**src/rtl/clock_mode_controller_if.sv**
```systemverilog
// Button inputs and status outputs of the HH:MM:SS clock sequencer, bundled for
// the controller (slave) and whatever drives its buttons and watches its outputs (master).
interface clock_mode_controller_if;
    // No valid/ready handshake: buttons are plain levels, their rising edge is the event;
    // all outputs are registered state, or decodes of it, and are valid every cycle.
    logic        btn_clear;
    logic        btn_mode;
    logic        btn_next;
    logic        btn_inc;
    logic [3:0]  state;
    logic [25:0] rCount;
    logic        canIMove;
    logic        tick;
    logic [23:0] setBits;
    logic [2:0]  digitSel;
    logic [5:0]  blankMask;

    modport master (
        output btn_clear, btn_mode, btn_next, btn_inc,
        input  state, rCount, canIMove, tick, setBits, digitSel, blankMask
    );

    modport slave (
        input  btn_clear, btn_mode, btn_next, btn_inc,
        output state, rCount, canIMove, tick, setBits, digitSel, blankMask
    );
endinterface

```
**src/rtl/clock_mode_controller.sv**
```systemverilog
// Mode FSM (RESET/SET/RUN), one-second prescaler and set-mode digit editor for the six-digit clock.
// Optional digit blinking in SET is built when CLKCTRL_BLINK_EN is defined.
module clock_mode_controller #(
    parameter int unsigned TICK_MAX = 49999999
) (
    input logic                    clk,
    input logic                    rst_n,
    clock_mode_controller_if.slave bus
);
    typedef enum logic [3:0] {
        ST_RESET = 4'd0,
        ST_SET   = 4'd1,
        ST_RUN   = 4'd3
    } mode_t;

    localparam logic [25:0] TICK_LAST = 26'(TICK_MAX);

    logic [3:0]  btnRaw, syncA, syncB, btnPrev, btnPulse;
    logic        clrPulse, modePulse, nextPulse, incPulse;
    mode_t       stateQ, stateNext;
    logic [23:0] setQ, setNext;
    logic [2:0]  selQ, selNext;
    logic [4:0]  digitBase;
    logic [3:0]  curDigit, digitLimit, bumped;
    logic [25:0] rCountQ, rCountNext;

    // Bit order: 0 clear, 1 mode, 2 next, 3 inc.
    assign btnRaw = {bus.btn_inc, bus.btn_next, bus.btn_mode, bus.btn_clear};

    always_ff @(posedge clk or negedge rst_n) begin
        if (!rst_n) begin
            syncA   <= '0;
            syncB   <= '0;
            btnPrev <= '0;
        end else begin
            syncA   <= btnRaw;
            syncB   <= syncA;
            btnPrev <= syncB;
        end
    end

    assign btnPulse  = syncB & ~btnPrev;
    // Only the highest-priority pulse acts: clear > mode > next > inc.
    assign clrPulse  = btnPulse[0];
    assign modePulse = btnPulse[1] & ~btnPulse[0];
    assign nextPulse = btnPulse[2] & ~|btnPulse[1:0];
    assign incPulse  = btnPulse[3] & ~|btnPulse[2:0];

    always_ff @(posedge clk or negedge rst_n) begin
        if (!rst_n) stateQ <= ST_RESET;
        else        stateQ <= stateNext;
    end

    always_comb begin
        stateNext = stateQ;
        if (clrPulse) begin
            stateNext = ST_RESET;
        end else if (modePulse) begin
            case (stateQ)
                ST_RESET: stateNext = ST_SET;
                ST_SET:   stateNext = ST_RUN;
                default:  stateNext = ST_RESET;
            endcase
        end
    end

    always_comb begin
        setNext   = setQ;
        selNext   = selQ;
        digitBase = {selQ, 2'b00};
        curDigit  = setQ[digitBase +: 4];
        case (selQ)
            3'd0, 3'd2: digitLimit = 4'd9;
            3'd1, 3'd3: digitLimit = 4'd5;
            3'd4:       digitLimit = (setQ[23:20] == 4'd2) ? 4'd3 : 4'd9;
            default:    digitLimit = 4'd2;
        endcase
        bumped = (curDigit >= digitLimit) ? 4'd0 : curDigit + 4'd1;

        if (clrPulse) begin
            setNext = '0;
        end else if (stateQ != ST_SET) begin
            if (stateNext == ST_SET) selNext = 3'd0;
        end else if (nextPulse) begin
            selNext = (selQ >= 3'd5) ? 3'd0 : selQ + 3'd1;
        end else if (incPulse) begin
            setNext[digitBase +: 4] = bumped;
            // Reaching 20-something hours clamps an out-of-range hour units digit.
            if (selQ == 3'd5 && bumped == 4'd2 && setQ[19:16] > 4'd3) setNext[19:16] = 4'd0;
        end
    end

    always_ff @(posedge clk or negedge rst_n) begin
        if (!rst_n) begin
            setQ <= '0;
            selQ <= '0;
        end else begin
            setQ <= setNext;
            selQ <= selNext;
        end
    end

    always_comb begin
        rCountNext = '0;
        if (stateQ == ST_RUN && stateNext == ST_RUN) begin
            rCountNext = (rCountQ == TICK_LAST) ? 26'd0 : rCountQ + 26'd1;
        end
    end

    always_ff @(posedge clk or negedge rst_n) begin
        if (!rst_n) rCountQ <= '0;
        else        rCountQ <= rCountNext;
    end

`ifdef CLKCTRL_BLINK_EN
    localparam logic [25:0] BLINK_HALF = 26'(TICK_MAX / 2);
    logic [25:0] blinkQ;

    always_ff @(posedge clk or negedge rst_n) begin
        if (!rst_n) begin
            blinkQ <= '0;
        end else if (stateQ == ST_SET && stateNext == ST_SET) begin
            blinkQ <= (blinkQ == TICK_LAST) ? 26'd0 : blinkQ + 26'd1;
        end else begin
            blinkQ <= '0;
        end
    end

    assign bus.blankMask = (stateQ == ST_SET && blinkQ > BLINK_HALF) ? (6'd1 << selQ) : 6'd0;
`else
    assign bus.blankMask = 6'd0;
`endif

    assign bus.state    = stateQ;
    assign bus.rCount   = rCountQ;
    assign bus.canIMove = (stateQ == ST_RUN);
    assign bus.tick     = (stateQ == ST_RUN) && (rCountQ == TICK_LAST);
    assign bus.setBits  = setQ;
    assign bus.digitSel = selQ;
endmodule

```
**src/flat_wrapper.sv**
```systemverilog
// flat-port wrapper written by rule: the top's interface ports become plain ports
module clock_mode_controller_flat 
#(
    parameter int unsigned TICK_MAX = 49999999
)
  (clk, rst_n, bus_btn_clear, bus_btn_mode, bus_btn_next, bus_btn_inc, bus_state, bus_rCount, bus_canIMove, bus_tick, bus_setBits, bus_digitSel, bus_blankMask);
  clock_mode_controller_if bus_i ();
  input logic clk;
  input logic rst_n;
  input wire logic [$bits(bus_i.btn_clear)-1:0] bus_btn_clear;
  input wire logic [$bits(bus_i.btn_mode)-1:0] bus_btn_mode;
  input wire logic [$bits(bus_i.btn_next)-1:0] bus_btn_next;
  input wire logic [$bits(bus_i.btn_inc)-1:0] bus_btn_inc;
  output wire logic [$bits(bus_i.state)-1:0] bus_state;
  output wire logic [$bits(bus_i.rCount)-1:0] bus_rCount;
  output wire logic [$bits(bus_i.canIMove)-1:0] bus_canIMove;
  output wire logic [$bits(bus_i.tick)-1:0] bus_tick;
  output wire logic [$bits(bus_i.setBits)-1:0] bus_setBits;
  output wire logic [$bits(bus_i.digitSel)-1:0] bus_digitSel;
  output wire logic [$bits(bus_i.blankMask)-1:0] bus_blankMask;
  assign bus_i.btn_clear = bus_btn_clear;
  assign bus_i.btn_mode = bus_btn_mode;
  assign bus_i.btn_next = bus_btn_next;
  assign bus_i.btn_inc = bus_btn_inc;
  assign bus_state = bus_i.state;
  assign bus_rCount = bus_i.rCount;
  assign bus_canIMove = bus_i.canIMove;
  assign bus_tick = bus_i.tick;
  assign bus_setBits = bus_i.setBits;
  assign bus_digitSel = bus_i.digitSel;
  assign bus_blankMask = bus_i.blankMask;
  clock_mode_controller #(.TICK_MAX(TICK_MAX)) u_core (.clk(clk), .rst_n(rst_n), .bus(bus_i));
endmodule
```
**config.mk**
```make
export PLATFORM = sky130hd
export DESIGN_NAME = clock_mode_controller_flat
export DESIGN_NICKNAME = d
export VERILOG_FILES = /design/src/rtl/clock_mode_controller_if.sv /design/src/rtl/clock_mode_controller.sv /design/src/flat_wrapper.sv
export SDC_FILE = /design/constraint.sdc
export NUM_CORES = 1
export LEC_CHECK = 0
export ABC_AREA = 1
export ABC_CLOCK_PERIOD_IN_PS = 3900
export BUFFER_PORTS_ARGS = -buffer_cell sky130_fd_sc_hd__buf_2
export CAP_MARGIN = 20
export CORE_UTILIZATION = 56
export CTS_CLUSTER_SIZE = 12
export DETAILED_ROUTE_END_ITERATION = 7
export PLACE_DENSITY = 0.81
export SYNTH_ARGS = -nofsm -noshare
export SYNTH_HDL_FRONTEND = slang
export SYNTH_SLANG_ARGS = --single-unit
```
**constraint.sdc**
```tcl
create_clock -name clk -period 3.9 [get_ports clk]
set_clock_uncertainty 0.1 [all_clocks]
set_input_delay 0.585 -clock clk [delete_from_list [all_inputs] [get_ports clk]]
set_output_delay 0.585 -clock clk [all_outputs]
set_load 0.005 [all_outputs]
```
* Word level (Yosys, flattened, before mapping) *
Index checks and enable logic that the tools add are counted.

storage, ports and cells
  input port bits = 6
  register bits = 69
  output and inout bits = 65

operators by class
  equal/unequal tests = 16
  add/sub/neg operators = 4
  reductions and logical operators = 16
  multiplexer cells = 18
  bitwise logic cells = 6
  order comparisons = 3
  shifts and indexed selects = 3

operators with widths
  kind                                                            number
  2-to-1 mux 24 bit                                               4
  2-to-1 mux 26 bit                                               2
  adder 26 x 1 -> 26 bit (second input constant)                  1
  == test 26 bit (second input constant)                          1
  bitwise mux 24 bit                                              1
  variable shift 4 x 7 -> 24 bit (first input constant)           1
  indexed part select 24 x 6 -> 4 bit                             1
  indexed part select 4 x 7 -> 24 bit                             1
  2-to-1 mux 4 bit                                                5
  == test 4 x 2 -> 1 bit (second input constant)                  4
  2-to-1 mux 3 bit                                                4
  case mux 4 bit (3 select lines)                                 1
  == test 4 x 1 -> 1 bit (second input constant)                  2
  negation 5 -> 7 bit                                             1
  == test 3 x 2 -> 1 bit (second input constant)                  2
  == test 3 bit (second input constant)                           2
  AND reduction 3 bit                                             2
  OR reduction 2 bit                                              3
  adder 4 x 1 -> 4 bit (second input constant)                    1
  bitwise AND 4 bit                                               1
  >= comparator 4 bit                                             1
  greater-than comparator 4 x 2 -> 1 bit (second input constant)  1
  logical AND 1 bit                                               4
  logical NOT 4 bit                                               1
  other kinds (14)                                                19

* Longest topological paths before layout *
Gate-level depths: netlist of run 1.

  depth in word-level cells = 13
  gate-level depth with buffers = 22
  depth with buffers taken out = 21

* Worst setup path before layout of run 1 *
No wires, ideal clock.

  kind = flip-flop to flip-flop
  from = register u_core.selQ[0] (netlist: u_core.bus.digitSel[0])
  to = register u_core.setQ[18] (netlist: u_core.bus.setBits[18])
  buffers on the path = 1
  stages on the path, launching flop included = 22
  required time = 3682 ps
  slack = 852 ps
  period minus slack after synthesis = 3048 ps
  arrival time = 2830 ps
  path through = dfrtp_1 > inv_2 > buf_6 > ha_1 > ha_1 > a21oi_1 > inv_1 > nor2_1 > a22oi_1 > ha_1 > inv_1 > nor2_1 > o21bai_1 > nand3_1 > nor2_1 > nand3_1 > nor2_4 > nand2_1 > nand3_1 > nand2_1 > nand2_1 > nand2_1

between the ends
  cells in the longest elaborated chain, start to end = 13
  elaborated cells on any way between the ends = 25

ends and longest elaborated chain
  element                                                       line                         source
  from (decl)                                                   clock_mode_controller.sv:22  logic [2:0] selQ, selNext;
  from (signal assigned)                                        clock_mode_controller.sv:99  selQ <= selNext;
  branches (longest 8 deep; another with adder 4 x 1 -> 4 bit)  n/a
  2-to-1 mux 4 bit *                                            clock_mode_controller.sv:89  if (selQ == 3'd5 && bumped == 4'd2 && setQ[19:16] > 4'd3) setNext[19:16] = 4'd0;
  2-to-1 mux 24 bit *                                           clock_mode_controller.sv:86  end else if (incPulse) begin
  2-to-1 mux 24 bit *                                           clock_mode_controller.sv:84  end else if (nextPulse) begin
  2-to-1 mux 24 bit *                                           clock_mode_controller.sv:82  end else if (stateQ != ST_SET) begin
  2-to-1 mux 24 bit *                                           clock_mode_controller.sv:80  if (clrPulse) begin
  to (signal assigned)                                          clock_mode_controller.sv:98  setQ <= setNext;
  to (decl)                                                     clock_mode_controller.sv:21  logic [23:0] setQ, setNext;

Every way passes the cells marked *. The select of a mux whose other input is x is not followed.
A chain may end at the register's enable or synchronous reset.

* Worst setup path in the final report of run 1 *
  from = register u_core.selQ[0] (netlist: u_core.bus.digitSel[0])
  to = register u_core.setQ[16] (netlist: u_core.bus.setBits[16])

The elaborated chain is that of the path after synthesis.

==> run metrics, run 1 <==
status complete, no violations; Worst Path Required just over 4 ns; FF/Latch Area approximately 1700 µm²; Max Cap Viol 0; Avg Cell Area, Syn about 8.2 µm²; Hold Path Class input port to register; root buf cell clkbuf_8; Slew headroom about 52%; gr ovfl total 0; Critical Path End u_core.bus.setBits[16]; Bufs on Longest Clock Path 2; Critical R2R Launch u_core.bus.digitSel[0]; Worst Max-Slew Pin Slew a little over 0.7 ns; r2r setup slk between 0.4 and 0.5 ns; CP startpoint u_core.bus.digitSel[0]; gpl congestion around 0.95; combinational share of power between 20 and 30%; P_leak between 2 and 2.5 nW; post-synth cell types 39; Syn. warnings 0; reg2reg end u_core.bus.setBits[16]; CP max stage delay between 0.3 and 0.4 ns; final setup violating endpoints 0; via density per instance between 5 and 6; synth-to-layout area growth 15.5%; Pwr Density between 400 and 500 nW/µm²; number of synthesized register bits 69; fraction of layout cells with a size suffix above 1 22.1%; CP cell instances buf_4 -> inv_2 -> ha_1 -> ha_1 -> a21oi_1 -> inv_1 -> nor2_1 -> a22oi_1 -> ha_1 -> inv_1 -> nor2_1 -> o21bai_1 -> nand3_1 -> nor2_1 -> nand3_1 -> nor2_4 -> nand2_1 -> nand3_1 -> nand2_1 -> nand2_1 -> nand2_1; dpl cells 607; Switching Share roughly a third; WS Path Type register to register; initial antenna violation count 0; largest fanout on the critical path 19; Die ar. between 7000 and 8000 µm²; Antenna Nets Post-Route 0; chip width roughly 85 µm; CTS buffer count 9; Multi-input gate area around 1800 µm²; Starting DRT DRC Count ~390; DRC 0; Crit-path slowest cell dfrtp_1; Resize count post-CTS 0; final WL approximately 9.4 mm; vias in the first global route between 3k and 4k; Synth Instances 469; R2R depth 21; Filler Cells Inserted 531; diode count 0; Final Util 68.4%; Buffers on Ports between 60 and 70; gr usage total between 20 and 30%; Fin Setup TNS 0 ns; P_sw 0.651 mW; Starting Density 59.3%; sequential-to-total area share from yosys stat between 40% and 50%; Die Y between 80 and 90 µm; critical path arrival between 3 and 4 ns; Mapped Area around 3800 µm²; VDD IR-drop max 0.244 mV; # rows 29; Clock Sinks between 60 and 70; dpl hpwl ~7.0 mm; internal power between 1 and 1.5 mW; commonest non-fill, non-tap cell in the layout nand2_1; Fin. Hold Viols 0; clock share of power 32.8%; IO Pins approximately 70; min cycle time layout 3.45 ns; Final Non-Filler Cells roughly 620; Core Area 6460 µm²; Reg clk slew, reported paths around 0.08 ns; first-pass GRT wire length around 15 mm; most frequent cells in the layout 83 x nand2_1, 69 x dfrtp_1, 67 x inv_1; worst slack, placed 0.553 ns; H-tree levels 3; crit end category register; fin worst setup slack between 0.4 and 0.5 ns; Worst-Skew Late Latency between 0.3 and 0.4 ns; Startpoint Class register; final count of pins violating max slew 0; Fmax 290 MHz; nets@finish around 560; most frequent CP cell nand2_1; wire per inst between 15 and 20 µm; sequential power share about two fifths; fin crit share about nine tenths; first drt pass iteration count 8; unrepaired setup endpoints after global routing false; largest net degree at the start of global routing 60; routed via count 3502; CTS tree built
## final cells by class
| type | instances | share of cell area (%) |
|---|---|---|
| multi-input cells | 321 | 39.8 |
| flip-flops and latches | 69 | 39.1 |
| repair buffers | 68 | 7.98 |
| inverters | 73 | 6.26 |
| clock buffers | 11 | 3.42 |
| well taps | 77 | 2.18 |
| clock inverters | 5 | 1.33 |
## flip-flops by register name (all words and copies together), names as in the netlist
name / count
u_core.bus.rCount: 26
u_core.bus.setBits: 24
u_core.btnPrev: 4
u_core.bus.state: 4
u_core.syncA: 4
u_core.syncB: 4
u_core.bus.digitSel: 3
## Yosys cell counts (all sizes together)
library cell | count | area (µm²)
a31oi | 1 | 6.26
nand4 | 17 | 106
nand3 | 29 | 160
nand2 | 93 | 374
buf | 11 | 85.1
o21a | 1 | 7.51
o22ai | 4 | 25.0
a211oi | 1 | 7.51
nor3b | 1 | 7.51
xor2 | 11 | 96.3
o21ai | 29 | 153
inv | 73 | 277
dfrtp | 69 | 1730
nor4 | 2 | 12.5
o31ai | 5 | 37.5
nor2 | 71 | 324
and2 | 2 | 12.5
ha | 13 | 163
a22oi | 1 | 7.51
and3 | 1 | 7.51
nor3 | 15 | 113
xnor2 | 3 | 26.3
o21bai | 1 | 7.51
a21oi | 13 | 72.6
o32ai | 1 | 8.76
conb | 1 | 3.75
## critical path, delay by kind of cell (launching register included)
family          cells  cell delay (ns)
simple gates       11             1.11
fa+ha+maj           3             0.84
buf+inv             4             0.50
compound gates      3             0.42
flops               1             0.36
## kinds of logic after synthesis
logic type / after synthesis / share of synthesized area, %
fa+ha+maj: 13 / 4.25
compound gates: 57 / 8.70
simple gates: 231 / 29.2
flops: 69 / 45.1
xor+xnor: 14 / 3.20
buf+inv: 84 / 9.45
other cells: 1 / 0.0980
## what timing repair did
action | CTS | global route
hold buffers | 1 | 0
buffers inserted | 0 | 0
hold endpoints to repair | 7 | 0
## worst min-delay path by stage
stage | to | startpoint | cells past startpoint | slack [ns]
global placement | u_core.syncB[0] | u_core.syncA[0] | 0 | 0.23
floorplan | u_core.btnPrev[0] | rst_n | 0 | 0.19
finish | u_core.syncA[1] | bus_btn_mode | 1 | 0.24
detailed placement | u_core.syncB[3] | u_core.syncA[3] | 0 | 0.23
CTS | u_core.syncA[1] | bus_btn_mode | 1 | 0.23
global route | u_core.syncA[1] | bus_btn_mode | 1 | 0.22
## power groups by stage
stage	clock network, mW	registers, mW	logic [mW]
after floorplan	0	0.772	0.365
after global placement	0	0.767	0.475
after detailed placement	0	0.768	0.488
after CTS	0.619	0.755	0.493
after global routing	0.652	0.757	0.554
final	0.613	0.755	0.500
## layer usage
metal,vias up,share of wire [%],global-route usage [%]
met5,-,0,0
met2,177,49,46.9
met3,30,6.8,5.11
met1,1642,41,34.7
met4,0,3.1,13.7
li1,1653,-,-
## stage by stage
step	area (µm²)	total power [mW]	hold WS (ns)
CTS	4420	1.87	0.228
detailed placement	4200	1.26	0.235
global route	4420	1.96	0.221
floorplan	3850	1.14	0.189
global placement	4200	1.24	0.232
finish	4420	1.87	0.241
No activity file was read; power rests on OpenSTA's default activity.
==> run 2, diff against run 1 <==
--- a/config.mk
+++ b/config.mk
@@ -5,14 +5,14 @@
 export SDC_FILE = /design/constraint.sdc
 export NUM_CORES = 1
 export LEC_CHECK = 0
-export ABC_AREA = 1
 export ABC_CLOCK_PERIOD_IN_PS = 3900
 export BUFFER_PORTS_ARGS = -buffer_cell sky130_fd_sc_hd__buf_2
 export CAP_MARGIN = 20
+export CORE_ASPECT_RATIO = 0.75
 export CORE_UTILIZATION = 56
 export CTS_CLUSTER_SIZE = 12
 export DETAILED_ROUTE_END_ITERATION = 7
-export PLACE_DENSITY = 0.81
+export PLACE_DENSITY = 0.8
 export SYNTH_ARGS = -nofsm -noshare
 export SYNTH_HDL_FRONTEND = slang
 export SYNTH_SLANG_ARGS = --single-unit
==> run 2 against run 1 <==
Net effect: die area fell by 1.5%; cell area is essentially flat; sequential share of layout area grew 0.068 points; first-iteration DRC count down 27%; highest routed layer unchanged; fmax decreased by 6.4%; synthesized area is 1.6% lower; clock-buffer cell count fell by 2; non-clock buffer count increased by 9; total power fell by 6.9%; wire length grew 2.8%; utilization increased by 0.47 points; worst setup slack lost 0.23 ns.
==> run metrics, run 2 <==
gr usage total 29.0% (+1.1 points); via density per instance 5.89 (+4.9%); post-synth cell types 60 (+54%); crit end category register; critical path arrival 3.79 ns (+0.21 ns); Reg clk slew, reported paths 0.08 ns (about the same); Fin Setup TNS 0 ns (unchanged); commonest non-fill, non-tap cell in the layout dfrtp_1; most frequent cell after synthesis dfrtp_1; Fin. Hold Viols 0 (unchanged); number of synthesized register bits 69 (unchanged); largest net degree at the start of global routing 53 (-12%); status complete, no violations; first drt pass iteration count 5 (-3); CTS tree built; chip width 96.7 µm (+14%); CP max stage delay 0.53 ns (+0.17 ns); Synth Instances 390 (-17%); max reg flops 26 (unchanged); Antenna Nets Post-Route 0 (unchanged); VDD IR-drop max 0.264 mV (+7.9%); Avg Cell Area, Syn 9.66 µm² (+18%); final WL 9.67 mm (+2.8%); sequential-to-total area share from yosys stat 45.8% (+0.72 points); dpl hpwl 7.25 mm (+4.0%); IO Pins 71 (unchanged); Post-synth EDFFs 0 (unchanged); Switching Share 32.0% (-2.8 points); asr flop ratio synth 100% (unchanged); routed via count 3250 (-7.2%); Worst Path Required 4.00 ns (-0.03 ns); WS Path Type register to register; CP cell instances buf_4 -> buf_4 -> ha_1 -> ha_1 -> a21oi_1 -> nand2_1 -> ha_1 -> nand2b_1 -> a2111o_1 -> and2_1 -> or4_4 -> o21ai_1 -> a311oi_1; root buf cell clkbuf_8; final count of pins violating max slew 0 (unchanged); wire per inst 17.5 µm (+16%); Pwr Density 394 nW/µm² (-6.8%); DRC 0 (unchanged); Crit-path slowest cell or4_4; fin crit share 94.5% (+6.0 points); Filler Cells Inserted 505 (-4.9%); Startpoint Class register; Area contributors post-synth dfrtp_1 46%, nor2_1 5.0%, ha_1 4.3%, mux2i_1 3.5%, nand2_1 3.0%; post-cts hold buffer count 0 (-1); gr ovfl total 0 (unchanged); most frequent CP cell ha_1; sequential power share 44.1% (+3.7 points); Mapped Area 3770 µm² (-1.6%); most frequent cells in the layout 67 x dfrtp_1, 64 x buf_2, 50 x nor2_1; Yosys top cell by area dfrtp_1; Worst Max-Slew Pin Slew 0.951 ns (+0.224 ns); P_sw 0.557 mW (-14%); P_leak 2.01 nW (-9.7%); r2r setup slk 0.21 ns (-0.23 ns); gpl congestion 1.13 (+20%); Bufs on Longest Clock Path 2 (unchanged); combinational share of power 21.0% (-5.8 points); PnR Total Power 1.74 mW (-6.9%); top-area cell type share of the netlist area 45.8% (+0.72 points); Fmax 271 MHz (-6.4%); Core Area 6410 µm² (-0.72%); synth-to-layout area growth 17.3%; initial antenna violation count 0 (unchanged); Max Cap Viol 0 (unchanged); internal power 1.18 mW (-2.8%); Buffers on Ports 64 (unchanged); Syn. warnings 0 (unchanged); Clock Sinks 69 (unchanged); largest fanout on the critical path 8 (-11); CTS buffer count 9 (unchanged); min cycle time layout 3.69 ns (+0.234 ns); nets@finish 485 (-14%); Die ar. 7060 µm² (-1.5%); prevailing post-synth register cell dfrtp_1; fraction of layout cells with a size suffix above 1 24.2% (+2.1 points); unrepaired setup endpoints after global routing false; Starting DRT DRC Count 289 (-27%); Hold Path Class input port to asynchronous set/reset pin; Die Y 73.0 µm (-14%); Worst-Skew Late Latency 0.35 ns (about the same); clock share of power 34.9% (+2.1 points); Starting Density 58.8% (-0.51 points); # rows 25 (-14%); H-tree levels 3 (unchanged); Slew headroom 36.4% (-15 points); vias in the first global route 2988 (-7.9%); commonest cells in the netlist 69 x dfrtp_1, 50 x nor2_1, 30 x nand2_1, 21 x a21oi_1, 21 x nand3_1; first-pass GRT wire length 15.7 mm (+2.7%); final setup violating endpoints 0 (unchanged); diode count 0 (unchanged)
## run 2: cell types whose count changed after synthesis, sizes merged, moves of 6 or more
| cell | delta |
|---|---|
| or3 | +8 |
| nor4 | +6 |
| mux2i | +13 |
| nand4 | -7 |
| nand2 | -62 |
| nand2b | +7 |
| o21ai | -17 |
| xnor2 | +8 |
| inv | -58 |
| nand3 | -6 |
| nor2 | -21 |
| a21oi | +9 |
## run 2: area by class of cell
| type | count | area (µm²) | area share, % |
|---|---|---|---|
| inverter | 15 | 56.3 | 1.27 |
| multi-input combinational | 294 | 1900 | 43.0 |
| clock inverter | 7 | 80.1 | 1.81 |
| tap | 81 | 101 | 2.29 |
| clock buffer | 9 | 124 | 2.80 |
| sequential | 69 | 1730 | 39.1 |
| timing repair buffer | 77 | 430 | 9.74 |
## run 2: power by group through the flow
stage,combinational [mW],sequential [mW],clock (mW)
after detailed placement,0.350,0.780,0
after floorplan,0.243,0.767,0
final,0.365,0.768,0.607
after global placement,0.354,0.778,0
after global routing,0.407,0.772,0.654
after CTS,0.352,0.766,0.619
## run 2: timing repair
| item | 4_1_cts | 5_1_grt |
|---|---|---|
| resized for setup | 0 | 4 |
| setup buffers | 0 | 0 |
| setup endpoints to repair | 0 | 6 |
## run 2: layer usage
metal  wire length (µm)  GRT usage, %  up-vias
li1                   -             -     1534
met1               4870          45.2     1568
met4                147          9.29        0
met3                733          7.66       14
met5                  0             0        -
met2               3920          38.5      134
## run 2: cell families after synthesis
kind of cell / synth area share, %
AND/OR/NAND/NOR: 25.3
flip-flops: 45.8
AO/OA/AOI/OAI: 11.1
buffers and inverters: 4.55
XOR/XNOR: 5.35
adder cells (fa/ha/maj): 4.32
multiplexers: 3.45
other: 0.0995
## run 2: path summary, 6_finish.rpt
path                       cells past startpoint                      to              startpoint
min reg2reg                                    0         u_core.syncB[2]         u_core.syncA[2]
min in group clk                               1         u_core.syncA[2]            bus_btn_next
max reg2reg                                   13  u_core.bus.setBits[16]  u_core.bus.digitSel[1]
min                                            1   u_core.bus.rCount[19]                   rst_n
max                                           13  u_core.bus.setBits[16]  u_core.bus.digitSel[1]
max in group asynchronous                      2   u_core.bus.setBits[6]                   rst_n
## run 2: per-stage QoR
| stage | hold slack, ns | instances | setup WS, ns | instance area (µm²) | utilization, % |
|---|---|---|---|---|---|
| 6_report | 0.0193 | 552 | 0.215 | 4420 | 68.9 |
| 5_1_grt | 0.0192 | 552 | 0.00457 | 4420 | 68.9 |
| 2_1_floorplan | 0.189 | 395 | 0.304 | 3790 | - |
| 3_3_place_gp | 0.232 | 535 | 0.215 | 4180 | 65.2 |
| 4_1_cts | 0.224 | 551 | 0.179 | 4390 | 68.4 |
| 3_5_place_dp | 0.240 | 535 | 0.210 | 4180 | 65.2 |
## run 2: worst max-delay path, delay by kind of cell, from the launching register on
family                   cells  cell delay, ns
AO/OA/AOI/OAI                4            0.92
AND/OR/NAND/NOR              4            0.94
buffers and inverters        2            0.37
adder cells (fa/ha/maj)      3            0.72
flip-flops                   1            0.48
